==> src/rtl/fetch_unit_if.sv <==
// Signal bundle between the fetch stage, the instruction memory port and the
// decode-stage pipeline registers.
interface fetch_unit_if;
  logic        imem_read;
  logic [15:0] imem_address;
  logic [15:0] imem_rdata;
  logic        imem_resp;
  logic        stall;
  logic        redirect;
  logic [15:0] redirect_pc;
  logic        load_de_npc;
  logic        load_de_ir;
  logic [15:0] fetch_npc;
  logic [15:0] fetch_ir;

  modport master (
    output imem_read, imem_address, load_de_npc, load_de_ir, fetch_npc, fetch_ir,
    input  imem_rdata, imem_resp, stall, redirect, redirect_pc
  );

  modport slave (
    input  imem_read, imem_address, load_de_npc, load_de_ir, fetch_npc, fetch_ir,
    output imem_rdata, imem_resp, stall, redirect, redirect_pc
  );
endinterface

==> src/rtl/fetch_unit.sv <==
// LC-3b instruction-fetch stage: owns the PC, reads instruction memory and
// loads decode NPC/IR, with stall buffering and redirect/squash handling.
module fetch_unit #(
  parameter logic [15:0] RESET_PC = 16'h0000,
  parameter logic [15:0] NOP_IR   = 16'h0000
) (
  input  logic         clk,
  input  logic         reset_n,
  fetch_unit_if.master bus
);

  typedef enum logic [1:0] {START, FETCH, HOLD, SQUASH} state_t;

  state_t      r_state, w_state_nxt;
  logic [15:0] r_pc, w_pc_nxt;
  logic [15:0] r_target, w_target_nxt;
  logic [15:0] r_npc_buf, w_npc_buf_nxt;
  logic [15:0] r_ir_buf, w_ir_buf_nxt;
  logic [15:0] w_pc_inc;

  logic        w_imem_read;
  logic        w_load;
  logic [15:0] w_fetch_npc;
  logic [15:0] w_fetch_ir;

  assign w_pc_inc = r_pc + 16'd2;

  always_ff @(posedge clk or negedge reset_n) begin
    if (!reset_n) begin
      r_state   <= START;
      r_pc      <= RESET_PC;
      r_target  <= 16'h0000;
      r_npc_buf <= 16'h0000;
      r_ir_buf  <= 16'h0000;
    end else begin
      r_state   <= w_state_nxt;
      r_pc      <= w_pc_nxt;
      r_target  <= w_target_nxt;
      r_npc_buf <= w_npc_buf_nxt;
      r_ir_buf  <= w_ir_buf_nxt;
    end
  end

  always_comb begin
    w_state_nxt   = r_state;
    w_pc_nxt      = r_pc;
    w_target_nxt  = r_target;
    w_npc_buf_nxt = r_npc_buf;
    w_ir_buf_nxt  = r_ir_buf;
    w_imem_read   = 1'b0;
    w_load        = 1'b0;
    w_fetch_npc   = r_npc_buf;
    w_fetch_ir    = r_ir_buf;

    // A redirect always flushes decode with a NOP, even under stall.
    if (bus.redirect && r_state != START) begin
      w_load      = 1'b1;
      w_fetch_npc = bus.redirect_pc;
      w_fetch_ir  = NOP_IR;
    end

    unique case (r_state)
      START: w_state_nxt = FETCH;

      FETCH: begin
        w_imem_read = 1'b1;
        if (bus.redirect) begin
          if (bus.imem_resp) w_pc_nxt = bus.redirect_pc;
          else begin
            w_target_nxt = bus.redirect_pc;
            w_state_nxt  = SQUASH;
          end
        end else if (bus.imem_resp && !bus.stall) begin
          w_load      = 1'b1;
          w_fetch_npc = w_pc_inc;
          w_fetch_ir  = bus.imem_rdata;
          w_pc_nxt    = w_pc_inc;
        end else if (bus.imem_resp) begin
          w_npc_buf_nxt = w_pc_inc;
          w_ir_buf_nxt  = bus.imem_rdata;
          w_pc_nxt      = w_pc_inc;
          w_state_nxt   = HOLD;
        end
      end

      HOLD: begin
        if (bus.redirect) begin
          w_pc_nxt    = bus.redirect_pc;
          w_state_nxt = FETCH;
        end else if (!bus.stall) begin
          w_load      = 1'b1;
          w_state_nxt = FETCH;
        end
      end

      SQUASH: begin
        // The stale request stays on the bus until memory answers it.
        w_imem_read = 1'b1;
        if (bus.redirect) w_target_nxt = bus.redirect_pc;
        if (bus.imem_resp) begin
          w_pc_nxt    = bus.redirect ? bus.redirect_pc : r_target;
          w_state_nxt = FETCH;
        end
      end

      default: w_state_nxt = START;
    endcase
  end

  assign bus.imem_read    = w_imem_read;
  assign bus.imem_address = r_pc;
  assign bus.load_de_npc  = w_load;
  assign bus.load_de_ir   = w_load;
  assign bus.fetch_npc    = w_fetch_npc;
  assign bus.fetch_ir     = w_fetch_ir;

endmodule

==> src/flat_wrapper.sv <==
// flat-port wrapper written by rule: the top's interface ports become plain ports
module fetch_unit_flat 
#(
  parameter logic [15:0] RESET_PC = 16'h0000,
  parameter logic [15:0] NOP_IR   = 16'h0000
)
  (clk, reset_n, bus_imem_read, bus_imem_address, bus_load_de_npc, bus_load_de_ir, bus_fetch_npc, bus_fetch_ir, bus_imem_rdata, bus_imem_resp, bus_stall, bus_redirect, bus_redirect_pc);
  fetch_unit_if bus_i ();
  input  logic clk;
  input  logic reset_n;
  output wire logic [$bits(bus_i.imem_read)-1:0] bus_imem_read;
  output wire logic [$bits(bus_i.imem_address)-1:0] bus_imem_address;
  output wire logic [$bits(bus_i.load_de_npc)-1:0] bus_load_de_npc;
  output wire logic [$bits(bus_i.load_de_ir)-1:0] bus_load_de_ir;
  output wire logic [$bits(bus_i.fetch_npc)-1:0] bus_fetch_npc;
  output wire logic [$bits(bus_i.fetch_ir)-1:0] bus_fetch_ir;
  input wire logic [$bits(bus_i.imem_rdata)-1:0] bus_imem_rdata;
  input wire logic [$bits(bus_i.imem_resp)-1:0] bus_imem_resp;
  input wire logic [$bits(bus_i.stall)-1:0] bus_stall;
  input wire logic [$bits(bus_i.redirect)-1:0] bus_redirect;
  input wire logic [$bits(bus_i.redirect_pc)-1:0] bus_redirect_pc;
  assign bus_imem_read = bus_i.imem_read;
  assign bus_imem_address = bus_i.imem_address;
  assign bus_load_de_npc = bus_i.load_de_npc;
  assign bus_load_de_ir = bus_i.load_de_ir;
  assign bus_fetch_npc = bus_i.fetch_npc;
  assign bus_fetch_ir = bus_i.fetch_ir;
  assign bus_i.imem_rdata = bus_imem_rdata;
  assign bus_i.imem_resp = bus_imem_resp;
  assign bus_i.stall = bus_stall;
  assign bus_i.redirect = bus_redirect;
  assign bus_i.redirect_pc = bus_redirect_pc;
  fetch_unit #(.RESET_PC(RESET_PC), .NOP_IR(NOP_IR)) u_core (.clk(clk), .reset_n(reset_n), .bus(bus_i));
endmodule
==> config.mk <==
export PLATFORM = sky130hd
export DESIGN_NAME = fetch_unit_flat
export DESIGN_NICKNAME = d
export VERILOG_FILES = /design/src/rtl/fetch_unit_if.sv /design/src/rtl/fetch_unit.sv /design/src/flat_wrapper.sv
export SDC_FILE = /design/constraint.sdc
export NUM_CORES = 1
export LEC_CHECK = 0
export CORE_ASPECT_RATIO = 0.75
export CORE_MARGIN = 4
export CORE_UTILIZATION = 50
export CTS_CLUSTER_SIZE = 30
export DETAILED_ROUTE_END_ITERATION = 6
export GPL_TIMING_DRIVEN = 0
export PLACE_DENSITY_LB_ADDON = 0.12
export SYNTH_ARGS = -nofsm -noshare
export SYNTH_HDL_FRONTEND = slang
export SYNTH_SLANG_ARGS = --single-unit
export TNS_END_PERCENT = 10
==> constraint.sdc <==
create_clock -name clk -period 2.5 [get_ports clk]
set_input_delay 0.5 -clock clk [delete_from_list [all_inputs] [get_ports clk]]
set_output_delay 0.5 -clock clk [all_outputs]
set_load 0.005 [all_outputs]
==> summary.md <==
| Metric | Value |
|---|---|
| Yosys top cell area share | 0.422 |
| Final Hold Vio Count | 0 |
| Final setup fails | 7 |
| CP arrival | 2.04 ns |
| Crit start category | flop |
| Initial Util | 0.524 |
| Placement Rows | 27 |
| Maximum clock insertion buffer count | 2 |
| Cell Pwr Density | 1150 nW/um^2 |
| Drt drc | 0 |
| RSZ-0062 raised after global routing | yes |
| Final slew viol count | 0 |
| Core Footprint | 7470 sq um |
| Vias/cell | 5.83 |
| Initial antenna violation count | 0 |
| Pleak | 0.00235 uW |
| Hpwl dp | 7.97 mm |
| HP Class | input port to asynchronous set/reset pin |
| Worst r2r src | u_core.r_state[0] |
| Post-synth ARST share | 1.00 |
| TritonCTS Buffers | 9 |
| Max Cap Violations | 0 |
| Diodes inserted | 0 |
| Crit Path Category | flop to output port |
| Clock transition at path regs | 0.07 ns |
| Slack of the critical path | -0.0364 ns |
| Failing checks | negative setup slack |
| Vias in the first global route | 3628 |
| WHS | 0.249 ns |
| Yosys top cell by area | dfrtp_1 |
| Slew margin rel. | 0.430 |
| Critical path, cell by cell | inv_2, ha_2, or2b_1, buf_6, buf_4, mux2_2, nor2_2, a21oi_1, buf_2 |
| GRT Total Usage | 0.259 |
| Drt pass-1 iters | 7 |
| Nets | 560 |
| Largest net degree at the start of global routing | 67 |
| TritonCTS clock tree | yes |
| Commonest non-fill, non-tap cells in the layout | 64 x dfrtp_1, 54 x nand2_1, 48 x mux2_2, 48 x clkdlybuf4s50_1, 36 x buf_2 |
| Seq/Total Area, Yosys | 0.422 |
| Die height | 84.6 um |
| Die width | 110 um |
| Mapped Cells | 399 |
| Yosys warning total | 0 |
| Fill cells | 561 |
| Crit path largest cell delay | 0.38 ns |
| Congestion Overflow GR | 0 |
| First-pass GRT wire length | 18.7 mm |
| Die area | 9310 sq um |
| CTS root buffer | clkbuf_8 |
| Status | finished with violations |
| Critical Path RT | 2.00 ns |
| Clk_lat worst skew | 0.35 ns |
| R2R setup slack | 0.25 ns |
| Final Skew | 0.00427 ns |
| Min Tclk post-route | 2.54 ns |
| Drt wl/cell | 19.0 um |
| Mapped Area | 3910 sq um |
| # IOs | 88 |
| Multi-input logic area | 2160 sq um |
| Synth-to-layout area growth | 36.7% |
| H-tree depth | 3 |
| Fin util | 0.716 |
| PortBufs | 87 |
| R2R depth | 8 |
| Synth unique cells | 48 |
| Slowest cell on the critical path | dfrtp_1 |
| Worst slew pin tran | 0.854 ns |
| Max FO, Critical Path | 6 |
| Highest Clock Rate | 0.394 GHz |
| Register area | 1650 sq um |
| Share of cells above drive strength 1 | 0.356 |
| Initial DRC count | 250 |
| Post-route ant nets | 0 |
| Mapped Avg Cell Area | 9.80 sq um |
| Synth Flop Type | dfrtp_1 |
| RD Place Congestion | 0.892 |
| Crit. End Element | output port |
| Area contributors post-synth | dfrtp_1 42%, mux2_2 14%, o21ai_0 5.5% |
| WL final | 11.8 mm |
| Post-synth EDFFs | 0 |
| CTS sink cnt | 66 |
| Via count | 3635 |
| Post-Syn Nets | 442 |
| Tcrit/Tclk final | 1.01 |
| Flops & latches, synth | 66 |
| Maximum vdd drop | 659 uV |
| Most common cell after layout, fill and taps aside | dfrtp_1 |
| Worst reg2reg endpoint | u_core.bus.imem_address[13] |
| Post-Place Worst Slack | -0.844 ns |
==> layout make-up <==
type,instances,share of cell area
Clock buffer,11,0.0283
Buffer,32,0.0534
Inverter,6,0.00421
Tap cell,101,0.0236
Sequential cell,66,0.309
Multi-Input combinational cell,294,0.403
Clock inverter,5,0.00983
Timing Repair Buffer,108,0.168
==> cells by family (layout without fill, tap and decap cells) <==
logic type,after synthesis,in the layout,synth area share
flip-flops,66,66,0.422
buffers and inverters,39,162,0.0525
multiplexers,56,56,0.159
AND/OR/NAND/NOR,124,124,0.164
XOR/XNOR,12,12,0.0269
adder cells (fa/ha/maj),6,6,0.0192
AO/OA/AOI/OAI,96,96,0.156
==> cells in the mapped netlist (2+ instances only) <==
master / count
nand4_2: 2
o21ai_0: 43
a22oi_1: 4
inv_1: 6
nor4_4: 2
nor2_1: 30
o2bb2ai_1: 9
buf_2: 14
ha_1: 6
xnor2_1: 11
buf_6: 3
a2bb2oi_1: 2
a21oi_1: 13
mux2_2: 49
nand4_1: 3
or3_1: 2
o21ai_1: 4
a22o_1: 2
a222oi_1: 9
buf_1: 2
nor3_1: 5
nand2_1: 55
nor3_2: 5
dfrtp_1: 66
nor2b_1: 5
buf_4: 5
mux2i_1: 7
clkbuf_1: 9
nand3_1: 5
or2_2: 2
o22ai_1: 2
==> worst max-delay path: cells and delay by family (launching register included) <==
kind                       cells  cell delay, ns
and+or+nand+nor                2            0.32
buffers and inverters          4            0.52
AOI/OAI and AO/OA              1            0.05
muxes                          1            0.28
adders and majority gates      1            0.16
DFF                            1            0.38
==> registers in the layout, summed over array words and instances, names as in the netlist <==
| signal | cells |
|---|---|
| u_core.r_npc_buf | 16 |
| u_core.r_state | 2 |
| u_core.r_target | 16 |
| u_core.r_ir_buf | 16 |
| u_core.bus.imem_address | 16 |
==> how the worst max path moves through the flow <==
stage                       from                  to  slack (ns)
6_report       u_core.r_state[1]    bus_fetch_npc[6]       -0.04
3_5_place_dp        bus_redirect     bus_fetch_ir[7]       -0.84
3_3_place_gp             reset_n  u_core.r_ir_buf[8]       -1.39
5_1_grt        u_core.r_state[1]   bus_fetch_npc[15]       -0.13
4_1_cts        u_core.r_state[1]   bus_fetch_npc[13]       -0.10
2_1_floorplan  u_core.r_state[0]     bus_load_de_npc        0.31
==> repair_timing <==
item                       4_1_cts  5_1_grt
setup buffers                   12        7
setup endpoints to repair       34       33
resized for setup              177       39
gates cloned                     2        0
pin swaps                        8        7
hold buffers                     0        0
==> routing by layer <==
metal,part of all wire,GRT usage,vias up
li1,-,-,1666
met5,0,0,-
met3,0.065,0.0430,17
met2,0.47,0.396,129
met1,0.45,0.378,1823
met4,0.014,0.0727,0
==> metrics by stage <==
stage / power [uW] / instances / TNS [ns] / area (sq um)
3_3_place_gp: 4920 / 587 / -115.03 / 4910
2_1_floorplan: 3690 / 399 / 0 / 3910
4_1_cts: 6030 / 617 / -0.685 / 5310
5_1_grt: 6520 / 623 / -1.20 / 5350
6_report: 6130 / 623 / -0.134 / 5350
3_5_place_dp: 5050 / 587 / -24.30 / 4900
==> report_power, final <==
| group | internal [uW] | switching [uW] | total, uW | leakage (uW) |
|---|---|---|---|---|
| clock | 510 | 427 | 937 | 0.000105 |
| combinational | 1670 | 1500 | 3170 | 0.00145 |
| sequential | 1600 | 421 | 2020 | 0.000798 |
| total | 3780 | 2350 | 6130 | 0.00235 |
Note: power is estimated with default switching activity, not from simulation.
==> patch: new RTL, config.mk and constraints unchanged <==
Re-encode `state_t` (4 states) as one-hot, 4 bits wide.
--- a/src/rtl/fetch_unit.sv
+++ b/src/rtl/fetch_unit.sv
@@ -9,7 +9,7 @@
   fetch_unit_if.master bus
 );
 
-  typedef enum logic [1:0] {START, FETCH, HOLD, SQUASH} state_t;
+  typedef enum logic [3:0] {START = 4'b0001, FETCH = 4'b0010, HOLD = 4'b0100, SQUASH = 4'b1000} state_t;
 
   state_t      r_state, w_state_nxt;
   logic [15:0] r_pc, w_pc_nxt;
Check against the original RTL: no difference found for any inputs over 4 cycles, from zero or initial values and one cycle with reset_n low; so few cycles prove little.
==> patch against the original RTL <==
Sequential cell count increased by 2; count of clock-buffer cells in the layout grew 3; combinational power is 3% lower; power fell by 2.6%; final cell count rose by 4.8%; wire length up 8.3%; sequential share of layout area decreased by 0.71 points; area after synthesis increased by 5.0%; largest power group unchanged; design area rose by 5.4%; hold slack improved by 6.7 ps; the flow still finishes with violations (negative setup slack); worst setup slack worse by 430 ps; synthesized cell count up 4.8%.
==> patch: results (changes against the original RTL) <==
Global route
  • Vias in the first global route: 3803 (+4.8%)
  • M2 GR Usage: 0.415 (+0.0180)
  • Largest net degree at the start of global routing: 69 (+3.0%)
  • Tot GR Track Use: 0.266 (+0.00678)
  • Global-route wire length before repair: 20100 um (+7.3%)
  • M3 GR Usage: 0.0816 (+0.0386)
  • Met1 usage: 0.356 (-0.0216)

Yosys
  • Sequential area share after synthesis: 0.415 (-0.00746)
  • Synth area leaders: dfrtp_1 41%, mux2_2 10%, nand2_1 5.8%
  • Average footprint of a synthesized cell: 9.82 sq um (+0.19%)
  • Synth unique cells: 56 (+17%)
  • Syn Nets: 456 (+3.2%)
  • Post-synth top cells: 67 x dfrtp_1, 63 x nand2_1, 37 x mux2_2

Critical path
  • Cells on worst reg2reg path: 7 (-1)
  • Critical path's top delay family: simple AND/OR/NAND/NOR gates
  • CP arrival: 2470 ps (+430 ps)
  • Critical path fanouts, max: 5 (-1)
  • Critical path's slowest cell: dfstp_2

Timing
  • Setup TNS: -11540 ps (-11410 ps)
  • Post-route setup slack: -470 ps (-434 ps)
  • Rel. slew slack: 0.409 (-0.0219)
  • Final Skew: 7.80 ps (+3.53 ps)
  • Finish-stage setup viols: 35 (+28)

Drt
  • Final wirelength: 12800 um (+8.3%)
  • Detailed Route Iter0 Violations: 298 (+19%)

Placed design
  • Gpl congestion: 0.935 (+4.9%)
  • Dpl cells: 610 (+3.9%)

Status
  • Status: finished with violations
  • Failing checks: negative setup slack

Power
  • Leakage: 2.51 nW (+6.9%)

Cells and area
  • NumNets Final: 581 (+3.8%)
  • Final std cells w/o fill: 653 (+4.8%)
## patch: cell types whose count changed in the layout (fill, tap and decap cells not counted), moves of 6 or more
cell       delta
clkbuf_1      +6
xnor2_1       -6
xor2_1        +9
mux2_4       +13
a222oi_1      -7
a221oi_1      +6
a21oi_1       +6
o2bb2ai_1     -9
buf_6         +6
mux2_2       -12
## patch: timing repair
item,CTS,global route
hold buffers,0,0
pin swaps,4,6
gates cloned,0,1
resized for setup,125,91
setup buffers,22,5
setup endpoints to repair,35,43
## patch: metrics by stage
step           hold WS, ps  setup slack, ps   util  instance area [sq um]  power [mW]
2_1_floorplan          204              117      -                   4100        3.52
3_5_place_dp           472            -1040  0.642                   5100        4.81
4_1_cts                284             -435  0.695                   5520        5.79
6_report               255             -470  0.709                   5640        5.97
5_1_grt                309             -546  0.709                   5640        6.36
3_3_place_gp           458            -1430  0.642                   5110        4.70
## patch: cell families (layout without fill, tap and decap cells)
family / count (synthesis) / in the layout / share of synthesized area
compound gates: 111 / 111 / 0.172
xor+xnor: 15 / 15 / 0.0320
fa+ha+maj: 1 / 1 / 0.00305
buf+inv: 36 / 166 / 0.0491
flops: 68 / 68 / 0.415
mux: 61 / 61 / 0.173
simple gates: 126 / 126 / 0.155
## patch: per-layer routing
metal / vias up / part of all wire / wire length, um
met1: 1909 / 0.44 / 5570
met3: 19 / 0.072 / 919
met4: 0 / 0.020 / 257
met2: 164 / 0.47 / 6050
met5: - / 0 / 0
li1: 1750 / - / -
## patch: worst paths after layout
kind / startpoint / to / slack, ps
max reg2reg: u_core.r_state[2] / u_core.bus.imem_address[5] / 220
max: u_core.r_state[0] / bus_fetch_npc[13] / -470
max in group asynchronous: reset_n / u_core.r_state[2] / 1600
min in group clk: u_core.r_npc_buf[11] / u_core.r_npc_buf[11] / 490
min: reset_n / u_core.r_ir_buf[5] / 260
min reg2reg: u_core.r_npc_buf[11] / u_core.r_npc_buf[11] / 490
## patch: report_power, final
part / internal, mW / leakage (nW) / switching, mW
logic: 1.69 / 1.60 / 1.38
clock network: 0.462 / 0.0887 / 0.415
registers: 1.61 / 0.826 / 0.413
total: 3.76 / 2.51 / 2.21
## patch: worst reg2reg max path, cell delays in order, from the launching register on
cell,delay (ps)
dfrtp_2,440
buf_6,130
buf_4,160
nor4b_4,510
nor2_1,130
clkbuf_1,300
a222oi_1,400
o21ai_1,90
## patch: layout make-up
cell class,count,area [sq um]
fillers,609,2320
flip-flops and latches,68,1700
well taps,105,131
clock buffers,14,143
repair buffers,115,956
multi-input cells,314,2360
plain buffers,32,299
clock inverters,2,35.0
inverters,3,11.3
